--- src/rtl/uart_tx_sched_pkg.sv ---
// Shared definitions for the UART transmit scheduler: FSM encoding, widths, defaults.
// Latency: n/a (types and constants only).
// Backpressure: n/a.
package uart_tx_sched_pkg;

    localparam int DATA_W      = 8;
    localparam int CNT_W       = 16;
    localparam int TIMEOUT_DEF = 65535;

    typedef enum logic [1:0] {
        ST_IDLE  = 2'd0,
        ST_START = 2'd1,
        ST_WAIT  = 2'd2,
        ST_GAP   = 2'd3
    } state_e;

    // Requester index reached by stepping 'off' places past 'base', wrapping at n.
    function automatic int wrap_idx(input int base, input int off, input int n);
        return (base + off) % n;
    endfunction

endpackage

--- src/rtl/uart_tx_sched_rr_arbiter.sv ---
// Round-robin pick: first set req bit strictly after last_grant, wrapping to 0.
// Latency: purely combinational, zero cycles.
// Backpressure: none; caller decides when the pick is consumed.
module rr_arbiter
    import uart_tx_sched_pkg::*;
#(
    parameter int N_REQ = 2,
    parameter int ID_W  = 1
) (
    input  logic [N_REQ-1:0] req,
    input  logic [ID_W-1:0]  last_grant,
    output logic [N_REQ-1:0] gnt_onehot,
    output logic [ID_W-1:0]  gnt_id
);

    logic [ID_W-1:0] idx;
    logic            found;

    // Scan offsets 1..N_REQ so last_grant itself is considered last.
    always_comb begin
        gnt_onehot = '0;
        gnt_id     = '0;
        found      = 1'b0;
        idx        = '0;
        for (int k = 1; k <= N_REQ; k++) begin
            idx = ID_W'(wrap_idx(int'(last_grant), k, N_REQ));
            if (!found && req[idx]) begin
                found      = 1'b1;
                gnt_id     = idx;
                gnt_onehot = N_REQ'(1) << idx;
            end
        end
    end

endmodule

--- src/rtl/uart_tx_sched.sv ---
// Shares one UART Tx among N_REQ byte producers, round-robin, with gap and watchdog.
// Latency: ack 1 clk after req sampled in IDLE, tx_start 1 clk after ack; all outputs registered.
// Backpressure: requesters hold req/req_data until ack; requests ignored outside IDLE.
module uart_tx_sched
    import uart_tx_sched_pkg::*;
#(
    parameter int N_REQ       = 2,
    parameter int ID_W        = 1,
    parameter int GAP_CYC     = 0,
    parameter int TIMEOUT_CYC = TIMEOUT_DEF
) (
    input  logic                  clk,
    input  logic                  rst_n,
    input  logic [N_REQ-1:0]      req,
    input  logic [DATA_W*N_REQ-1:0] req_data,
    output logic [N_REQ-1:0]      ack,
    output logic [ID_W-1:0]       grant_id,
    output logic                  busy,
    output logic [DATA_W-1:0]     tx_d,
    output logic                  tx_start,
    input  logic                  tx_done,
    output logic                  err_timeout
);

    localparam logic [CNT_W-1:0] TIMEOUT_LAST = CNT_W'(TIMEOUT_CYC - 1);
    localparam logic [CNT_W-1:0] GAP_LAST     = CNT_W'(GAP_CYC - 1);
    localparam state_e           ST_AFTER     = (GAP_CYC > 0) ? ST_GAP : ST_IDLE;

    state_e            state_q, state_d;
    logic [ID_W-1:0]   last_grant_q, last_grant_d;
    logic [ID_W-1:0]   grant_id_q, grant_id_d;
    logic [DATA_W-1:0] tx_d_q, tx_d_d;
    logic [N_REQ-1:0]  ack_q, ack_d;
    logic              tx_start_q, tx_start_d;
    logic              err_q, err_d;
    logic              busy_q, busy_d;
    logic [CNT_W-1:0]  cnt_q, cnt_d;
    logic [CNT_W-1:0]  gap_q, gap_d;

    logic [N_REQ-1:0]  gnt_onehot;
    logic [ID_W-1:0]   gnt_id;

    rr_arbiter #(
        .N_REQ (N_REQ),
        .ID_W  (ID_W)
    ) u_arb (
        .req        (req),
        .last_grant (last_grant_q),
        .gnt_onehot (gnt_onehot),
        .gnt_id     (gnt_id)
    );

    // Next-state and next-output logic; pulses default low, data/ids hold.
    always_comb begin
        state_d      = state_q;
        last_grant_d = last_grant_q;
        grant_id_d   = grant_id_q;
        tx_d_d       = tx_d_q;
        ack_d        = '0;
        tx_start_d   = 1'b0;
        err_d        = 1'b0;
        cnt_d        = cnt_q;
        gap_d        = gap_q;
        case (state_q)
            ST_IDLE: begin
                if (|req) begin
                    for (int i = 0; i < N_REQ; i++) begin
                        if (gnt_onehot[i]) begin
                            tx_d_d = req_data[i*DATA_W +: DATA_W];
                        end
                    end
                    grant_id_d   = gnt_id;
                    last_grant_d = gnt_id;
                    ack_d        = gnt_onehot;
                    state_d      = ST_START;
                end
            end
            ST_START: begin
                tx_start_d = 1'b1;
                cnt_d      = '0;
                state_d    = ST_WAIT;
            end
            ST_WAIT: begin
                cnt_d = cnt_q + CNT_W'(1);
                // A done arriving on the last watchdog cycle still counts as success.
                if (tx_done) begin
                    state_d = ST_AFTER;
                    gap_d   = '0;
                end else if (cnt_q == TIMEOUT_LAST) begin
                    err_d   = 1'b1;
                    state_d = ST_AFTER;
                    gap_d   = '0;
                end
            end
            ST_GAP: begin
                if (gap_q == GAP_LAST) begin
                    state_d = ST_IDLE;
                end else begin
                    gap_d = gap_q + CNT_W'(1);
                end
            end
            default: state_d = ST_IDLE;
        endcase
        busy_d = (state_d != ST_IDLE);
    end

    // State and output registers; reset makes requester 0 first in line.
    always_ff @(posedge clk) begin
        if (!rst_n) begin
            state_q      <= ST_IDLE;
            last_grant_q <= ID_W'(N_REQ - 1);
            grant_id_q   <= '0;
            tx_d_q       <= '0;
            ack_q        <= '0;
            tx_start_q   <= 1'b0;
            err_q        <= 1'b0;
            busy_q       <= 1'b0;
            cnt_q        <= '0;
            gap_q        <= '0;
        end else begin
            state_q      <= state_d;
            last_grant_q <= last_grant_d;
            grant_id_q   <= grant_id_d;
            tx_d_q       <= tx_d_d;
            ack_q        <= ack_d;
            tx_start_q   <= tx_start_d;
            err_q        <= err_d;
            busy_q       <= busy_d;
            cnt_q        <= cnt_d;
            gap_q        <= gap_d;
        end
    end

    assign ack         = ack_q;
    assign grant_id    = grant_id_q;
    assign busy        = busy_q;
    assign tx_d        = tx_d_q;
    assign tx_start    = tx_start_q;
    assign err_timeout = err_q;

endmodule

--- config.mk ---
export PLATFORM = sky130hd
export DESIGN_NAME = uart_tx_sched
export DESIGN_NICKNAME = d
export VERILOG_FILES = /design/src/rtl/uart_tx_sched_pkg.sv /design/src/rtl/uart_tx_sched_rr_arbiter.sv /design/src/rtl/uart_tx_sched.sv
export SDC_FILE = /design/constraint.sdc
export NUM_CORES = 1
export LEC_CHECK = 0
export CORE_ASPECT_RATIO = 0.9
export CORE_MARGIN = 3
export CORE_UTILIZATION = 54
export CTS_BUF_LIST = sky130_fd_sc_hd__clkbuf_8 sky130_fd_sc_hd__clkbuf_16
export CTS_CLUSTER_DIAMETER = 50
export DETAILED_ROUTE_END_ITERATION = 7
export HOLD_SLACK_MARGIN = 0.1
export PLACE_DENSITY = 0.91
export SETUP_SLACK_MARGIN = 0.3
export SLEW_MARGIN = 20
export SYNTH_ARGS = -nofsm -noshare
export SYNTH_HDL_FRONTEND = slang
export SYNTH_SLANG_ARGS = --single-unit
--- constraint.sdc ---
create_clock -name clk -period 2.4 [get_ports clk]
set_input_delay 0.24 -clock clk [delete_from_list [all_inputs] [get_ports clk]]
set_output_delay 0.24 -clock clk [all_outputs]
set_load 0.1 [all_outputs]
==> qor.yml <==
outcome: "finished clean"
maxSlewViolCount: 0
critical_path_arrival_ns: 2.28
syn_area_um2: 2450
achievable-frequency_mhz: 494
setup_slack_placement_ns: 0.319
finClkSkew_ns: 0.0119
wirelength_um: 5500
avgRoutedWirePerCell_um: 14.4
setup_viol: 0
fp.dieArea_um2: 5370
hold-path-endpoint: "grant_id$_SDFFE_PN0P_"
layout-drive-gt1-share_pct: 15.5
initial_core_util_pct: 58.1
timing.setup.critical_path_class: "reg2reg"
vias: 2243
syn_to_final_growth_pct: 21.2
worst-endpoint-required_ns: 2.66
total_leakage_power_nw: 1.13
async_flop_share_pct: 0
vias_per_cell: 5.87
yosys_warnings: 0
yosysMostFrequentCell: "sky130_fd_sc_hd__dfxtp_1"
hp-start: "grant_id$_SDFFE_PN0P_"
share_seq_of_total_power_pct: 48.6
timing_hold_violations_final: 0
floorplan.die.height_um: 69.9
max_slew.worst_pin.slew_ns: 0.559
drc_errors: 0
antenna_left: 0
grt_setup_unrepaired: "true"
drv_cap: 0
pwr_density_cell_nw_per_um2: 600
antenna_found_initial: 0
core_um2: 4210
synth_sequential_area_ratio_pct: 40.1
final.setup.worst_slack_ns: 0.376
first_iter_violations: 190
insertedDiodeCount: 0
mappedNetlistNets: 311
synth_enable_flop_cells: 0
synth.top_cells.by_area: "sky130_fd_sc_hd__dfxtp_1, sky130_fd_sc_hd__nor2_1, sky130_fd_sc_hd__ha_1, sky130_fd_sc_hd__nand4_1, sky130_fd_sc_hd__xor2_1"
timing.setup.tns_ns: 0
power.net_switching_mw: 0.584
grt_pass1_vias: 2079
synthDominantCellAreaShare_pct: 40.1
clk_path_buf_depth: 2
io_buffers: 34
regToRegSetupSlack_ns: 0.38
r2r-start: "state_q[0]$_SDFF_PN0_"
cts_tree: "done"
hold_ws_ns: 0.469
post_synth.cell_area_avg_um2: 8.67
ios: 35
syn-instance-count: 282
netSwitchingFraction_pct: 32.9
detail_route.first_pass.iterations: 4
synthFlopType: "sky130_fd_sc_hd__dfxtp_1"
normalized_max_slew_margin_pct: 62.8
timing.hold.worst_path_depth: 2
fin_nets: 351
reg2reg_depth: 7
floorplan.die.width_um: 76.9
hold_buffers: 0
p_clk_share_pct: 27.3
crit_path_start_kind: "register"
power_internal_mw: 1.19
comb_power_share_pct: 24.1
cp_max_fo: 7
grt_pass1_wl_um: 9130
globalRouteOverflowTotal: 0
synth_top_cells_by_count: "sky130_fd_sc_hd__dfxtp_1, sky130_fd_sc_hd__nor2_1, sky130_fd_sc_hd__nand2_1, sky130_fd_sc_hd__nand4_1, sky130_fd_sc_hd__o21ai_0"
ir_worst_vdd_mv: 0.387
clock_tree.htree_level_count: 2
final.min_clock_period_ns: 2.02
cts_buffers: 5
global_route_usage_over_all_layers_pct: 20.5
rr_endpoint: "gap_q[15]$_SDFFE_PN0P_"
rows: 22
clock_tree.root_cell: "sky130_fd_sc_hd__clkbuf_8"
period_share_pct: 84.3
routabilityCongestion: 0.902
yosys.area.top_type: "sky130_fd_sc_hd__dfxtp_1"
yosysUniqueCellTypes: 45
hp-class: "reg2reg"
critPathCaptureType: "register"
clk-insertion-delay-late_ns: 0.31
grt_start_max_net_pins: 18
clkSinkCount: 49
dp_hpwl_um: 3940
clk_transition_reported_paths_ns: 0.09
synth_seq_cells: 49
cell families (layout without fill, tap and decap cells):
group,count (synthesis),count (layout),synth area share [%]
mux,8,8,3.27
buf+inv,22,62,3.99
xor+xnor,16,16,5.73
flops,49,49,40.1
compound gates,61,61,16.8
fa+ha+maj,8,8,4.09
simple gates,118,118,26.0
layout make-up:
type                       instances  area [um2]
tap                               60        75.1
inverter                          10        37.5
multi-input combinational        211        1390
fill                             323        1250
clock inverter                     1        3.75
clock buffer                       6        82.6
sequential                        49         982
timing repair buffer              45         395
through the flow:
| stage | cells | total power, mW | utilization [%] | instance area [um2] |
|---|---|---|---|---|
| detailed placement | 369 | 1.30 | 66.6 | 2800 |
| finish | 382 | 1.78 | 70.4 | 2960 |
| global placement | 369 | 1.29 | 66.6 | 2800 |
| floorplan | 282 | 1.19 | - | 2450 |
| CTS | 376 | 1.77 | 68.7 | 2890 |
| global route | 382 | 1.84 | 70.4 | 2960 |
flip-flops by register name, summed over array words and instances, names as in the netlist, 2 cells and up:
signal	count
state_q	2
tx_d	8
ack	2
cnt_q	16
gap_q	16
power groups by stage:
stage | Sequential (mW) | Combinational, mW | Clock (mW)
2_1_floorplan | 1.07 | 0.123 | 0
3_3_place_gp | 0.880 | 0.410 | 0
3_5_place_dp | 0.882 | 0.417 | 0
4_1_cts | 0.863 | 0.418 | 0.491
5_1_grt | 0.867 | 0.450 | 0.522
6_report | 0.863 | 0.428 | 0.485
worst max path at each step:
stage | end | start | cells past startpoint | slack [ns]
finish | gap_q[15]$_SDFFE_PN0P_ | state_q[0]$_SDFF_PN0_ | 7 | 0.38
global route | gap_q[3]$_SDFFE_PN0P_ | cnt_q[0]$_SDFFE_PN0P_ | 8 | 0.27
CTS | gap_q[15]$_SDFFE_PN0P_ | cnt_q[0]$_SDFFE_PN0P_ | 8 | 0.30
detailed placement | gap_q[3]$_SDFFE_PN0P_ | cnt_q[1]$_SDFFE_PN0P_ | 6 | 0.32
global placement | gap_q[2]$_SDFFE_PN0P_ | cnt_q[1]$_SDFFE_PN0P_ | 6 | 0.39
floorplan | gap_q[2]$_SDFFE_PN0P_ | cnt_q[1]$_SDFFE_PN0P_ | 6 | 0.51
layer usage:
| layer | routed length, um | track usage (%) | vias to the layer above | share of wire [%] |
|---|---|---|---|---|
| li1 | - | - | 1107 | - |
| met1 | 2510 | 26.7 | 1059 | 46 |
| met2 | 2660 | 32.9 | 69 | 48 |
| met3 | 241 | 4.25 | 8 | 4.4 |
| met4 | 86 | 8.65 | 0 | 1.6 |
| met5 | 0 | 0 | - | 0 |
cells in the final DEF (no fill, tap or decap), types with 6 or more instances in the layout:
cell type and instances:
sky130_fd_sc_hd__dfxtp_1 48, sky130_fd_sc_hd__ha_1 6, sky130_fd_sc_hd__a211oi_1 8, sky130_fd_sc_hd__clkbuf_8 6
sky130_fd_sc_hd__o21ai_0 15, sky130_fd_sc_hd__nand2_1 16, sky130_fd_sc_hd__or3_1 8, sky130_fd_sc_hd__nand4_1 15
sky130_fd_sc_hd__buf_4 23, sky130_fd_sc_hd__mux2i_1 8, sky130_fd_sc_hd__nand3_1 13, sky130_fd_sc_hd__and3_1 7
sky130_fd_sc_hd__inv_1 11, sky130_fd_sc_hd__nor2_1 34, sky130_fd_sc_hd__clkdlybuf4s50_1 20, sky130_fd_sc_hd__a21oi_1 11
sky130_fd_sc_hd__xnor2_1 6, sky130_fd_sc_hd__xor2_1 10
what timing repair did:
action | in CTS | in global routing
endpoints found under the setup margin | 4 | 16
buffers inserted | 0 | 6
gates resized for setup | 1 | 7
pin swaps | 1 | 1
worst max-delay path, cell delays in order (launching register included):
cell                       delay (ns)
sky130_fd_sc_hd__dfxtp_1         0.35
sky130_fd_sc_hd__inv_1           0.14
sky130_fd_sc_hd__ha_2            0.29
sky130_fd_sc_hd__o211a_1         0.17
sky130_fd_sc_hd__and3_1          0.28
sky130_fd_sc_hd__o211ai_1        0.19
sky130_fd_sc_hd__or4_1           0.50
sky130_fd_sc_hd__nand2_1         0.08
Note: power is estimated with default switching activity, not from simulation.
